**src/rtl/operand_pair_loader.sv**
```systemverilog
// Byte-serial operand loader: pairs incoming bytes into (A, B) operands and
// hands each registered pair to the adder stage over a valid/ready handshake.
module operand_pair_loader #(
  parameter int WIDTH = 8,
  parameter int CNT_W = 8
) (
  input  logic             clk,
  input  logic             rst,
  input  logic             flush,
  input  logic [WIDTH-1:0] in_data,
  input  logic             in_valid,
  output logic             in_ready,
  output logic [WIDTH-1:0] op_a,
  output logic [WIDTH-1:0] op_b,
  output logic             op_valid,
  input  logic             op_ready,
  output logic [CNT_W-1:0] pair_count
);

  typedef enum logic [1:0] {
    S_LOAD_A = 2'd0,
    S_LOAD_B = 2'd1,
    S_HOLD   = 2'd2
  } state_t;

  state_t           r_state;
  state_t           w_next_state;
  logic [WIDTH-1:0] r_op_a;
  logic [WIDTH-1:0] r_op_b;
  logic [CNT_W-1:0] r_pair_count;
  logic             w_in_ready;
  logic             w_op_valid;
  logic             w_in_xfer;
  logic             w_out_xfer;
  logic             w_load_a;
  logic             w_load_b;

  // Handshake outputs depend only on state, op_ready, flush and reset.
  always_comb begin
    w_in_ready = 1'b0;
    w_op_valid = 1'b0;
    case (r_state)
      S_LOAD_A: w_in_ready = 1'b1;
      S_LOAD_B: w_in_ready = 1'b1;
      S_HOLD: begin
        w_op_valid = 1'b1;
        w_in_ready = op_ready;
      end
      default: begin
        w_in_ready = 1'b0;
        w_op_valid = 1'b0;
      end
    endcase
    if (rst || flush) begin
      w_in_ready = 1'b0;
    end else begin
      w_in_ready = w_in_ready;
    end
  end

  assign w_in_xfer  = in_valid & w_in_ready;
  // A transfer coinciding with flush is discarded and not counted.
  assign w_out_xfer = w_op_valid & op_ready & ~flush;
  assign w_load_a   = w_in_xfer & ((r_state == S_LOAD_A) | (r_state == S_HOLD));
  assign w_load_b   = w_in_xfer & (r_state == S_LOAD_B);

  // Next-state selection; flush always returns to LOAD_A.
  always_comb begin
    w_next_state = r_state;
    if (flush) begin
      w_next_state = S_LOAD_A;
    end else begin
      case (r_state)
        S_LOAD_A: begin
          if (w_in_xfer) w_next_state = S_LOAD_B;
          else           w_next_state = S_LOAD_A;
        end
        S_LOAD_B: begin
          if (w_in_xfer) w_next_state = S_HOLD;
          else           w_next_state = S_LOAD_B;
        end
        S_HOLD: begin
          if (!op_ready)     w_next_state = S_HOLD;
          else if (in_valid) w_next_state = S_LOAD_B;
          else               w_next_state = S_LOAD_A;
        end
        default: w_next_state = S_LOAD_A;
      endcase
    end
  end

  // State register.
  always_ff @(posedge clk or posedge rst) begin
    if (rst) begin
      r_state <= S_LOAD_A;
    end else begin
      r_state <= w_next_state;
    end
  end

  // Operand capture; op_b only changes when the second byte arrives.
  always_ff @(posedge clk or posedge rst) begin
    if (rst) begin
      r_op_a <= {WIDTH{1'b0}};
      r_op_b <= {WIDTH{1'b0}};
    end else begin
      if (w_load_a) begin
        r_op_a <= in_data;
      end
      if (w_load_b) begin
        r_op_b <= in_data;
      end
    end
  end

  // Delivered-pair counter, wraps silently.
  always_ff @(posedge clk or posedge rst) begin
    if (rst) begin
      r_pair_count <= {CNT_W{1'b0}};
    end else if (w_out_xfer) begin
      r_pair_count <= r_pair_count + {{(CNT_W-1){1'b0}}, 1'b1};
    end
  end

  assign in_ready   = w_in_ready;
  assign op_valid   = w_op_valid;
  assign op_a       = r_op_a;
  assign op_b       = r_op_b;
  assign pair_count = r_pair_count;

endmodule

```
**config.mk**
```make
export PLATFORM = sky130hd
export DESIGN_NAME = operand_pair_loader
export DESIGN_NICKNAME = d
export VERILOG_FILES = /design/src/rtl/operand_pair_loader.sv
export SDC_FILE = /design/constraint.sdc
export NUM_CORES = 1
export LEC_CHECK = 0
export ABC_CLOCK_PERIOD_IN_PS = 1500
export BUFFER_PORTS_ARGS = -buffer_cell sky130_fd_sc_hd__buf_4
export CAP_MARGIN = 40
export CORE_MARGIN = 2
export CORE_UTILIZATION = 40
export DETAILED_ROUTE_END_ITERATION = 8
export HOLD_SLACK_MARGIN = 0.12
export PLACE_DENSITY_LB_ADDON = 0.12
export SLEW_MARGIN = 40
export SYNTH_ARGS = -nofsm -noshare
export SYNTH_HDL_FRONTEND = slang
export SYNTH_SLANG_ARGS = --single-unit
```
**constraint.sdc**
```tcl
create_clock -name clk -period 1.5 [get_ports clk]
set_input_delay 0.3 -clock clk [delete_from_list [all_inputs] [get_ports clk]]
set_output_delay 0.3 -clock clk [all_outputs]
set_load 0.005 [all_outputs]
```
==> metrics.yaml <==
sta:
  tightestPinTransition_ps: 389
  fin_ws_ps: 24.5
  final_hold_viol_count: 0
  maxSlewHeadroom_pct: 74.1
  min_period_over_period_pct: 98.4
  rsz0062_at_grt: "true"
  finalSetupViolations: 0
  max_freq_ghz: 0.678
  layout_min_cycle_time_ps: 1480
  final-max-slew-violation-count: 0
  finClkSkew_ps: 0.919
final_layout:
  final_common_cell: "buf_4"
  final_cell_mix: "42 x buf_4, 26 x dfrtp_1, 17 x mux2_2"
  num-fill-cells: 214
  post-route-util_pct: 60.3
  antenna_cells: 0
  register_area_um2: 651
  drive_gt1_share_pct: 58.1
  final_nets: 139
  multi_input_area_um2: 428
  areaGrowthSynthToFinish_pct: 40.5
worst_setup_path:
  critPathSlowestCell: "dfrtp_1"
  cp_top_family: "flip-flops"
  critPathKind: "register to primary output"
  worst-path-buf-inv: 2
  crit_path_end_kind: "primary output"
  cp.required_ps: 1200
  cp_slowest_stage_delay_ps: 430
  cp_cell_sequence: "inv_2 > a21oi_2 > nor3_1 > buf_4"
  arrival_ps: 1180
  cp-start-kind: "register"
  cp_max_fo: 3
floorplanning:
  core-area_mm2: 0.00252
  io_pins: 39
  fp.dieW_um: 56.0
  die_y_um: 56.0
  rows: 18
  initial_core_util_pct: 42.9
  die_area_mm2: 0.00314
detailed_routing:
  vias_per_cell: 5.01
  wl_per_cell_um: 13.9
  drc: 0
  drtIter0Drc: 11
  ant_nets: 0
  wirelength_um: 2140
  dr.pass1.iters: 4
  vias: 772
global_route:
  gr-total-overflow: 0
  antenna_found_initial: 0
  grt_usage_pct: 13.9
  grt_pass1_vias: 776
  grt_max_degree: 19
  grt_pass1_wl_um: 3460
worst_hold_path:
  min-delay-path-class: "primary input to register"
placement:
  port-buffer-count: 38
  place_ws_ps: 48.9
  dp_hpwl_um: 1550
  finalWeightedCongestion: 0.766
clocking:
  insertion_delay_ps: 310
  root_buffer: "clkbuf_4"
  clk_pin_slew_ps: 140
  cts_tree: "built"
  cts_max_level: 1
  clk_path_buf_depth: 2
  cts_buffers: 3
  cts_sinks: 26
power:
  p_leak_nw: 0.759
  p_per_area_mw_per_mm2: 1090
  ir_drop_mv: 0.791
yosys:
  syn-cell-area_mm2: 0.00108
  synth_seq_area_share_pct: 60.1
  ys_types: 20
  syn_area_per_cell_um2: 14.2
  yosys_warnings: 0
  postSynthRegisterBits: 26
  synthCells: 76
  syn-num-nets: 90
outcome:
  outcome: "complete, no violations"
flow_run:
  drv_cap: 0
## flip-flops by register name, summed over array words and instances, names as in the netlist
signal,flops
op_b,8
r_state,2
pair_count,8
op_a,8
## metal layers
metal	share of wire, %	global-route usage [%]	wire length [um]
met1	48	18.9	1020
met2	46	21.2	985
met3	5.4	3.26	116
met4	0.70	6.12	15
met5	0	0	0
## cell type report
| type | instances | area share, % |
|---|---|---|
| sequential | 26 | 42.8 |
| tap | 30 | 2.47 |
| inverter | 3 | 0.741 |
| clock buffer | 4 | 2.39 |
| multi-input combinational | 46 | 28.1 |
| timing repair buffer | 45 | 23.5 |
## stage by stage
step                      instance area, um^2  total power, W  hold WS, ps  TNS, ps  std cells
after floorplan                          1080         0.00105          340        0         76
after global placement                   1430         0.00130          324        0        145
after detailed placement                 1430         0.00131          334        0        145
after CTS                                1480         0.00166          147        0        151
after global routing                     1520         0.00175          150    -25.9        154
final                                    1520         0.00166          155        0        154
## Yosys cell counts
cell | instances | area [um^2]
xor2_1 | 1 | 8.76
inv_1 | 3 | 11.3
o2111a_1 | 1 | 11.3
and4bb_4 | 1 | 16.3
nand2_1 | 3 | 11.3
a32oi_1 | 1 | 8.76
and3_1 | 1 | 6.26
nand4_2 | 2 | 25.0
xnor2_1 | 7 | 61.3
nand4_1 | 2 | 12.5
mux2_2 | 17 | 191
dfrtp_1 | 26 | 651
nor2b_1 | 1 | 6.26
buf_2 | 1 | 5.00
and3_4 | 1 | 11.3
nor3_1 | 1 | 5.00
a21oi_1 | 2 | 10.0
ha_1 | 1 | 12.5
nor2_1 | 3 | 11.3
or3_1 | 1 | 6.26
## final timing paths
| kind | end | startpoint | slack [ps] | depth (start not counted) |
|---|---|---|---|---|
| setup / recovery | in_ready | r_state[0] | 20 | 4 |
| setup reg to reg | pair_count[7] | r_state[0] | 30 | 5 |
| hold / removal | r_state[1] | flush | 160 | 2 |
| hold reg to reg | pair_count[7] | pair_count[7] | 470 | 1 |
| min in group asynchronous | op_b[2] | rst | 520 | 3 |
| max in group asynchronous | pair_count[1] | rst | 560 | 4 |
## where the power goes
group | switching (W) | total [W] | internal (W)
registers | 0.0000682 | 0.000892 | 0.000823
clock network | 0.000203 | 0.000351 | 0.000148
logic | 0.000135 | 0.000414 | 0.000279
## cell families after synthesis
logic type	share of synthesized area, %
compound gates	2.77
simple gates	10.3
flops	60.1
xor+xnor	6.47
buf+inv	1.50
mux	17.7
fa+ha+maj	1.16
## timing repair
action,4_1_cts,5_1_grt
buffers inserted,1,3
hold buffers,1,0
gates resized for setup,1,4
pin swaps,0,2
hold endpoints to repair,8,0
setup endpoints to repair,1,3
(Power assumes the default switching activity.)
